`src/rtl/uart_rx_fifo.sv`:
```
// uart_rx_fifo: 8N1 UART receiver feeding a small byte FIFO, read as a memory-mapped status/data word.
// Revision 1.0
`default_nettype none

module uart_rx_fifo #(
  parameter int CLKS_PER_BIT = 434,
  parameter int FIFO_DEPTH   = 4
) (
  input  logic        clk,
  input  logic        rst,
  input  logic        rx,
  input  logic        pop,
  output logic [31:0] uart_data,
  output logic        rx_busy
);

  localparam int          AW        = $clog2(FIFO_DEPTH);
  localparam logic [15:0] BIT_LAST  = 16'(CLKS_PER_BIT - 1);
  localparam logic [15:0] HALF_LAST = 16'(CLKS_PER_BIT / 2 - 1);

  typedef enum logic [1:0] {IDLE, START, DATA, STOP} state_t;

  state_t      state;
  logic [15:0] cnt;
  logic [2:0]  idx;
  logic [7:0]  shreg;
  logic        rx_meta;
  logic        rxs;
  logic        armed;

  logic [7:0]  mem [FIFO_DEPTH];
  logic [AW:0] wr_ptr;
  logic [AW:0] rd_ptr;
  logic        overrun;
  logic        frame_err;

  logic        empty;
  logic        full;
  logic        push;
  logic        frame_set;
  logic        do_pop;
  logic        do_push;
  logic        ovr_set;
  logic [7:0]  head;

  always_ff @(posedge clk or posedge rst) begin
    if (rst) begin
      rx_meta <= 1'b1;
      rxs     <= 1'b1;
    end else begin
      rx_meta <= rx;
      rxs     <= rx_meta;
    end
  end

  // armed blocks a start until the line has been seen idle after reset
  always_ff @(posedge clk or posedge rst) begin
    if (rst) begin
      state <= IDLE;
      cnt   <= '0;
      idx   <= '0;
      shreg <= '0;
      armed <= 1'b0;
    end else begin
      if (rxs) armed <= 1'b1;
      case (state)
        IDLE: begin
          cnt <= '0;
          if (armed && !rxs) state <= START;
        end
        START: begin
          if (cnt == HALF_LAST) begin
            cnt <= '0;
            idx <= '0;
            state <= rxs ? IDLE : DATA;
          end else begin
            cnt <= cnt + 16'd1;
          end
        end
        DATA: begin
          if (cnt == BIT_LAST) begin
            cnt        <= '0;
            shreg[idx] <= rxs;
            if (idx == 3'd7) state <= STOP;
            else             idx   <= idx + 3'd1;
          end else begin
            cnt <= cnt + 16'd1;
          end
        end
        STOP: begin
          if (cnt == BIT_LAST) begin
            cnt   <= '0;
            state <= IDLE;
          end else begin
            cnt <= cnt + 16'd1;
          end
        end
        default: state <= IDLE;
      endcase
    end
  end

  assign push      = (state == STOP) && (cnt == BIT_LAST) && rxs;
  assign frame_set = (state == STOP) && (cnt == BIT_LAST) && !rxs;

  // extra pointer bit distinguishes full from empty when indices match
  assign empty   = (wr_ptr == rd_ptr);
  assign full    = (wr_ptr[AW] != rd_ptr[AW]) && (wr_ptr[AW-1:0] == rd_ptr[AW-1:0]);
  assign do_pop  = pop && !empty;
  assign do_push = push && (!full || do_pop);
  assign ovr_set = push && full && !do_pop;

  always_ff @(posedge clk or posedge rst) begin
    if (rst) begin
      wr_ptr    <= '0;
      rd_ptr    <= '0;
      overrun   <= 1'b0;
      frame_err <= 1'b0;
    end else begin
      if (do_push) wr_ptr <= wr_ptr + 1'b1;
      if (do_pop)  rd_ptr <= rd_ptr + 1'b1;
      if (ovr_set)       overrun <= 1'b1;
      else if (pop)      overrun <= 1'b0;
      if (frame_set)     frame_err <= 1'b1;
      else if (pop)      frame_err <= 1'b0;
    end
  end

  always_ff @(posedge clk) begin
    if (do_push) mem[wr_ptr[AW-1:0]] <= shreg;
  end

  assign head      = empty ? 8'h00 : mem[rd_ptr[AW-1:0]];
  assign uart_data = {21'd0, frame_err, overrun, !empty, head};
  assign rx_busy   = (state != IDLE);

endmodule

`default_nettype wire

```
`config.mk`:
```
export PLATFORM = sky130hd
export DESIGN_NAME = uart_rx_fifo
export DESIGN_NICKNAME = d
export VERILOG_FILES = /design/src/rtl/uart_rx_fifo.sv
export SDC_FILE = /design/constraint.sdc
export NUM_CORES = 1
export LEC_CHECK = 0
export ABC_AREA = 0
export CAP_MARGIN = 15
export CORE_ASPECT_RATIO = 1.4
export CORE_MARGIN = 3
export CORE_UTILIZATION = 45
export DETAILED_ROUTE_END_ITERATION = 8
export HOLD_SLACK_MARGIN = 0.1
export PLACE_DENSITY = 0.75
export SYNTH_ARGS = -nofsm -noshare
export SYNTH_HDL_FRONTEND = slang
export SYNTH_SLANG_ARGS = --single-unit
```
`constraint.sdc`:
```
create_clock -name clk -period 4.4 [get_ports clk]
set_input_delay 0.66 -clock clk [delete_from_list [all_inputs] [get_ports clk]]
set_output_delay 0.66 -clock clk [all_outputs]
set_load 0.05 [all_outputs]
```
### Word-level counts from Yosys, hierarchy flattened

Memories as Yosys holds them, arrays and structs flattened.
Cells that the tools add are included.

| storage, ports and cells | value |
|---|---|
| flip-flop bits (word level) | 40 |
| bits in writable memories | 32 |
| bits of input ports | 4 |
| memories | 1 |

Memories:

| name | words | bits a word | read ports | clocked after memory_dff | write ports | line | text |
|---|---|---|---|---|---|---|---|
| mem | 4 | 8 | 1 | 0 | 1 | 31 | `logic [7:0] mem [FIFO_DEPTH];` |

| cells by class | value |
|---|---|
| add/sub/neg operators | 4 |
| order comparisons | 2 |
| equal/unequal tests | 15 |
| mux-type cells | 23 |
| reduce and logical (&&, ||, !) cells | 24 |

Operators by type and width:

| operator | number |
|---|---|
| $pmux W16 S3 | 1 |
| $mux W16 | 2 |
| $add A16 B1 Y16 const B | 1 |
| $eq A16 B8 Y1 const B | 1 |
| $eq A16 B9 Y1 const B | 1 |
| $mux W2 | 6 |
| $ne A2 B2 Y1 const B | 6 |
| $logic_and A1 B1 Y1 | 10 |
| $add A3 B1 Y3 const B | 3 |
| $mux W3 | 3 |
| $bwmux W8 | 1 |
| $mux W8 | 1 |
| $pmux W2 S4 | 1 |
| $reduce_bool A2 Y1 | 4 |
| $mux W1 | 6 |
| $pmux W3 S2 | 1 |
| $reduce_and A5 Y1 | 1 |
| $eq A2 B2 Y1 const B | 2 |
| $logic_not A1 Y1 | 4 |
| $lt A3 B4 Y1 const B | 1 |
| $reduce_and A4 Y1 | 1 |
| $demux W1 S3 | 1 |
| $eq A3 B3 Y1 | 1 |
| $eq A3 B3 Y1 const B | 1 |
| other kinds (8) | 8 |

### Longest topological paths before layout

Gate-level depths: netlist of the first run.

| depth | value |
|---|---|
| depth in word-level cells | 7 |
| mapped depth | 7 |
| mapped depth without buffers | 6 |

### Worst setup path after synthesis of the first run

OpenSTA, ideal clock, no wires.

| timing | value |
|---|---|
| kind | flip-flop to output port |
| from | register rd_ptr[1] |
| to | output port uart_data[0] |
| arrival time | 2.006 ns |
| required time | 3.740 ns |
| path slack | 1.734 ns |
| stages on the path, launching flop included | 6 |
| path buffers | 2 |
| cell sequence | dfrtp_1 clkbuf_1 xnor2_1 nand3b_1 clkbuf_1 and2_1 |

| on the way | value |
|---|---|
| cells in the longest elaborated chain, start to end | 2 |
| elaborated cells on any way between the ends | 3 |
| those cells by class | eq/ne: 1; mux: 1; memory: 1 |

RTL lines:

| item | line | text |
|---|---|---|
| from (decl) | 33 | `logic [AW:0] rd_ptr;` |
| from (signal assigned) | 121 | `if (do_pop) rd_ptr <= rd_ptr + 1'b1;` |
| $mem_v2 Z4 W8 / $eq A3 B3 Y1 (equally long branches) | - |  |
| $mux W8 (*) | 133 | `assign head = empty ? 8'h00 : mem[rd_ptr[AW-1:0]];` |
| to (decl) | 13 | `output logic [31:0] uart_data,` |

Mark *: on every way between the ends. The rest lies on a longest branch, timed or not.

### Final worst setup path of the first run

| timing | value |
|---|---|
| from | register rd_ptr[0] |
| to | output port uart_data[1] |

Same word-level chain as after synthesis.

==> results of run 1 <==
[power breakdown]
part | internal (uW) | total [uW] | switching (uW)
Clock | 241 | 491 | 250
Combinational | 236 | 551 | 315
Sequential | 743 | 840 | 97.2
[stage by stage]
step	cell area [um2]	power, uW	std cells	setup WS [ns]
3_5_place_dp	3630	1410	374	1.51
2_1_floorplan	3570	1300	294	1.73
4_1_cts	3820	1900	390	1.11
6_report	3820	1880	390	1.19
3_3_place_gp	3630	1400	374	1.56
5_1_grt	3820	1980	390	0.974
[cells by family after synthesis]
logic type	count (synthesis)	synth area share, %
AND/OR/NAND/NOR	90	16.0
flip-flops	72	56.2
buffers and inverters	46	7.80
AO/OA/AOI/OAI	19	3.40
XOR/XNOR	18	4.51
multiplexers	18	8.48
adder cells (fa/ha/maj)	10	3.58
other	1	0.107
[state kept, by name (all words and copies together) (netlist names), named ones only]
name,flops
idx,3
wr_ptr,3
armed,1
rx_meta,1
overrun,1
rxs,1
shreg,8
state,1
rd_ptr,3
mem,32
cnt,16
frame_err,1
[cell type report]
| type | count | area [um2] |
|---|---|---|
| well taps | 97 | 121 |
| clock inverters | 5 | 37.5 |
| flip-flops and latches | 72 | 1960 |
| multi-input cells | 176 | 1340 |
| repair buffers | 16 | 158 |
| inverters | 13 | 48.8 |
| clock buffers | 11 | 153 |
| fillers | 643 | 3640 |
[layer usage]
metal | global-route usage (%) | wire (um) | share of wire, %
met1 | 15.5 | 2150 | 40
met2 | 23.8 | 2900 | 54
met3 | 3.90 | 210 | 3.9
met4 | 4.35 | 71 | 1.3
met5 | 0 | 0 | 0
[worst max-delay path, delay by kind of cell (launching register included)]
| family | cells | cell delay [ns] |
|---|---|---|
| and+or+nand+nor | 2 | 0.49 |
| xor gates and xnor gates | 1 | 0.17 |
| DFF | 1 | 0.74 |
| buffers and inverters | 1 | 0.81 |
[cell usage after synthesis, types with 4 or more instances]
| cell type | n | area [um2] |
|---|---|---|
| or3_1 | 4 | 25.0 |
| and2_1 | 14 | 87.6 |
| clkbuf_1 | 5 | 18.8 |
| nor2_1 | 16 | 60.1 |
| edfxtp_1 | 32 | 961 |
| inv_1 | 13 | 48.8 |
| mux2_2 | 9 | 101 |
| nand3_1 | 12 | 60.1 |
| mux4_2 | 8 | 180 |
| nand4_1 | 10 | 62.6 |
| nand2_1 | 6 | 22.5 |
| o21ai_0 | 6 | 30.0 |
| a21oi_1 | 5 | 25.0 |
| dfrtp_1 | 38 | 951 |
| ha_1 | 10 | 125 |
| buf_4 | 24 | 180 |
| xnor2_1 | 15 | 131 |
[worst min path at each step]
stage | startpoint | end | slack (ns) | depth (start not counted)
finish | rx_meta | rxs | 0.36 | 0
global route | rx_meta | rxs | 0.36 | 0
CTS | rx_meta | rxs | 0.36 | 0
detailed placement | rx_meta | rxs | 0.35 | 0
global placement | rx_meta | rxs | 0.35 | 0
floorplan | rx_meta | rxs | 0.35 | 0
==> summary.txt, run 1 <==
Detailed routing
  • Residual DRC: 0
  • Via Count: 1987
  • Final WL: 5330 um
  • DR iter-0 viols: 106
  • 1st-pass router iterations: 4
  • Post-route ant nets: 0
  • Vias per cell: 5.09
  • Routed wire per std cell: 13.7 um

Setup path
  • Crit-path cells: xnor2_1, nand3b_1, and2_1, clkdlybuf4s50_1
  • Setup crit end kind: output pin
  • Crit Path Class: reg2out
  • Setup crit start: rd_ptr[0]
  • CP max stage delay: 0.81 ns
  • Slowest CP cell: clkdlybuf4s50_1
  • Crit path DAT: 2.55 ns
  • CP Launch Type: flop
  • R2R Path Start: cnt[2]
  • R2r setup slk: 1.73 ns
  • Worst r2r path cells: 4
  • CP required: 3.74 ns
  • R2r endpoint: mem[0][6]
  • Critical Path Fanout Max: 11
  • Setup crit end: uart_data[1]

Final layout
  • Fin nets: 302
  • Antenna cells: 0
  • Most common cell after layout, fill and taps aside: dfrtp_1
  • Area Growth Syn to Fin: 9.16%
  • Commonest cells after routing, fill and taps aside: 38 x dfrtp_1, 32 x edfxtp_1, 21 x conb_1, 16 x nor2_1
  • Final Core Density: 51.2%
  • Fraction of layout instances using a drive strength above 1: 15.4%

STA
  • Fmax: 312 MHz
  • Total negative setup slack: 0 ns
  • Final Skew: 0.0101 ns
  • Final Max Tran Viols: 0
  • Min Clock Period, post-route: 3.21 ns
  • RSZ-0062 raised after global routing: false
  • Worst Tran Pin Value: 0.613 ns
  • Period utilization: 72.9%
  • Final hold vios: 0
  • Final setup vio count: 0
  • Hold slack: 0.357 ns
  • Slew margin rel.: 59.2%

Clocking
  • Clk buf depth: 2
  • CTS tree: yes
  • Reg clk slew, reported paths: 0.08 ns
  • Post CTS Setup Buffer Count: 0
  • Worst skew pair latency: 0.34 ns
  • CTS root buf: clkbuf_8
  • CTS H-tree depth: 3
  • Cts bufs inserted: 9
  • Post-CTS sizing: 0
  • Sink Count: 72
  • Hold buffers post-CTS: 0

Power and ir drop
  • Pwr dens: 493 nW/um2
  • VDD IR-drop max: 0.261 mV
  • P_leak: 0.00152 uW

Job
  • Max-Cap Viols: 0

Floorplanning
  • Chip width: 80.5 um
  • Starting Density: 46.9%
  • IO Pins: 37
  • DIE AREA: 8880 um2
  • FP Rows: 37
  • Core Area: 7450 um2
  • Die height: 110 um

Logic synthesis
  • Yosys cell types: 47
  • Cell count after synthesis: 274
  • Asr flop ratio synth: 55.6%
  • Seq/Total Area, Yosys: 56.2%
  • Mapped Avg Cell Area: 12.8 um2
  • Yosys warns: 0
  • Post-synth EDFFs: 32
  • Synthesized cell area: 3500 um2
  • Seq cells post-synth: 72
  • Top FF cell, synth: dfrtp_1

Placed design
  • HPWL after DPL: 3850 um
  • Gpl congestion: 0.829
  • PortBufs: 15

Global routing
  • First-pass GRT wire length: 9120 um
  • GRT overflow: 0
  • GRT Overall Usage: 13.4%
  • Vias in the first global route: 1964
  • Initial antenna violation count: 0
  • Largest net degree at the start of global routing: 41

Min path
  • Hold Crit Class: reg2reg

Outcome
  • Status: finished clean
Power figures use the tool's default switching activity.
==> run 2, diff against run 1 <==
--- a/config.mk
+++ b/config.mk
@@ -12,7 +12,7 @@
 export CORE_UTILIZATION = 45
 export DETAILED_ROUTE_END_ITERATION = 8
 export HOLD_SLACK_MARGIN = 0.1
-export PLACE_DENSITY = 0.75
+export PLACE_DENSITY = 0.77
 export SYNTH_ARGS = -nofsm -noshare
 export SYNTH_HDL_FRONTEND = slang
 export SYNTH_SLANG_ARGS = --single-unit
==> constraint.sdc (replaced) <==
create_clock -name clk -period 2.9 [get_ports clk]
set_input_delay 0.435 -clock clk [delete_from_list [all_inputs] [get_ports clk]]
set_output_delay 0.435 -clock clk [all_outputs]
set_load 0.05 [all_outputs]
==> run 2 against run 1 <==
Compared with the run above: non-clock buffer count up 2; sequential share of layout area shrank 1.0 points; hold slack gained 0.0019 ns; total power increased by 59%; critical endpoint is now uart_data[8]; largest power group unchanged; largest cell class unchanged; clock power increased by 76%; flip-flop and latch count stayed put.
==> summary.txt, run 2 (same netlist as run 1, synthesis figures left out) <==
Floorplanning
  • Chip width: 80.5 um (unchanged)
  • Die height: 110 um (unchanged)
  • IO Pins: 37 (unchanged)
  • DIE AREA: 8880 um2 (unchanged)
  • Core Area: 7450 um2 (unchanged)
  • Starting Density: 46.9% (unchanged)
  • FP Rows: 37 (unchanged)

Setup path
  • Setup crit start: rd_ptr[1] (was rd_ptr[0])
  • Critical Path Fanout Max: 11 (unchanged)
  • CP Launch Type: flop (unchanged)
  • Setup crit end kind: output pin (unchanged)
  • Worst r2r path cells: 4 (unchanged)
  • Crit path DAT: 2.28 ns (was 2.55 ns)
  • CP required: 2.47 ns (was 3.74 ns)
  • R2R Path Start: cnt[2] (unchanged)
  • Crit Path Class: reg2out (unchanged)

Clocking
  • Worst skew pair latency: 0.35 ns (was 0.34 ns)
  • Post CTS Setup Buffer Count: 0 (unchanged)
  • Reg clk slew, reported paths: 0.09 ns (was 0.08 ns)
  • Cts bufs inserted: 9 (unchanged)
  • CTS tree: yes (unchanged)
  • Sink Count: 72 (unchanged)
  • Post-CTS sizing: 0 (unchanged)
  • CTS root buf: clkbuf_8 (unchanged)
  • Clk buf depth: 2 (unchanged)
  • Hold buffers post-CTS: 0 (unchanged)
  • CTS H-tree depth: 3 (unchanged)

Global routing
  • GRT Overall Usage: 13.5% (was 13.4%)
  • Initial antenna violation count: 0 (unchanged)
  • GRT overflow: 0 (unchanged)
  • First-pass GRT wire length: 9070 um (was 9120 um)
  • Vias in the first global route: 1940 (was 1964)
  • Largest net degree at the start of global routing: 41 (unchanged)

Detailed routing
  • Final WL: 5330 um (about the same)
  • 1st-pass router iterations: 4 (unchanged)
  • Vias per cell: 5.06 (was 5.09)
  • Via Count: 1983 (was 1987)
  • DR iter-0 viols: 100 (was 106)
  • Post-route ant nets: 0 (unchanged)
  • Routed wire per std cell: 13.6 um (was 13.7 um)
  • Residual DRC: 0 (unchanged)

STA
  • Slew margin rel.: 66.3% (was 59.2%)
  • Final setup vio count: 0 (unchanged)
  • Period utilization: 93.7%
  • Fmax: 368 MHz
  • Total negative setup slack: 0 ns (unchanged)
  • Final hold vios: 0 (unchanged)
  • RSZ-0062 raised after global routing: false (unchanged)
  • Final Max Tran Viols: 0 (unchanged)
  • Final Skew: 0.0142 ns (was 0.0101 ns)
  • Min Clock Period, post-route: 2.72 ns
  • Worst Tran Pin Value: 0.501 ns (was 0.613 ns)

Power and ir drop
  • VDD IR-drop max: 0.426 mV (was 0.261 mV)
  • Pwr dens: 770 nW/um2 (was 493 nW/um2)
  • P_leak: 0.00165 uW (was 0.00152 uW)

Final layout
  • Final Core Density: 52.3% (was 51.2%)
  • Most common cell after layout, fill and taps aside: dfrtp_1 (unchanged)
  • Fin nets: 304 (was 302)
  • Antenna cells: 0 (unchanged)
  • Area Growth Syn to Fin: 11.4% (was 9.16%)
  • Commonest cells after routing, fill and taps aside: 38 x dfrtp_1, 32 x edfxtp_1, 21 x conb_1, 16 x nor2_1, 15 x xnor2_1 (was 38 x dfrtp_1, 32 x edfxtp_1, 21 x conb_1, 16 x nor2_1)
  • Max FFs per register: 32 (unchanged)
  • Filler cell count: 630 (was 643)
  • Fraction of layout instances using a drive strength above 1: 15.9% (was 15.4%)

Min path
  • Min-delay src: rx_meta (unchanged)
  • Hold Crit Depth: 0 (unchanged)
  • Hold Crit Class: reg2reg (unchanged)

Placed design
  • PortBufs: 15 (unchanged)
  • HPWL after DPL: 3850 um (about the same)
  • Gpl congestion: 0.744 (was 0.829)

Job
  • Max-Cap Viols: 0 (unchanged)

Outcome
  • Status: finished clean (unchanged)
-- run 2: worst max-delay path, stage by stage (launching register included) --
cell and delay [ns]:
dfrtp_1 0.60, xnor2_1 0.16, nand3b_1 0.30, clkdlybuf4s50_1 0.87
-- run 2: layout make-up --
| cell class | instances | area, um2 | area share, % |
|---|---|---|---|
| flip-flops and latches | 72 | 1960 | 50.4 |
| inverters | 13 | 48.8 | 1.25 |
| clock inverters | 6 | 92.6 | 2.38 |
| clock buffers | 10 | 128 | 3.28 |
| multi-input cells | 176 | 1340 | 34.3 |
| repair buffers | 18 | 205 | 5.27 |
| well taps | 97 | 121 | 3.12 |
-- run 2: path summary, 6_finish.rpt --
| path | endpoint | slack, ns |
|---|---|---|
| worst min register to register | rxs | 0.36 |
| worst min-delay path | rxs | 0.36 |
| worst max-delay path | uart_data[8] | 0.18 |
| max in group asynchronous | rx_meta | 2.01 |
| worst max register to register | mem[1][3] | 0.43 |
| min in group asynchronous | shreg[7] | 0.52 |
-- run 2: stage by stage --
stage               total power [uW]  std cells  instance area [um2]  hold slack, ns  worst slack (ns)
detailed placement              2170        376                 3650           0.349             0.406
finish                          3000        392                 3890           0.359             0.182
floorplan                       1970        294                 3570           0.345             0.459
global placement                2150        376                 3650           0.346             0.460
global route                    3140        392                 3890           0.361            0.0375
CTS                             3030        392                 3870           0.360            0.0331
-- run 2: metal layers --
layer,up-vias,global-route usage (%),wire length [um],part of all wire (%)
met3,10,4.39,192,3.6
met5,-,0,0,0
met1,963,15.4,2180,41
met2,27,23.5,2880,54
li1,983,-,-,-
met4,0,4.71,79,1.5
-- run 2: where the power goes --
part / total (uW) / internal, uW / leakage, uW / switching, uW
Clock: 864 / 489 / 0.000103 / 376
Combinational: 884 / 379 / 0.000711 / 505
Sequential: 1250 / 1130 / 0.000836 / 121
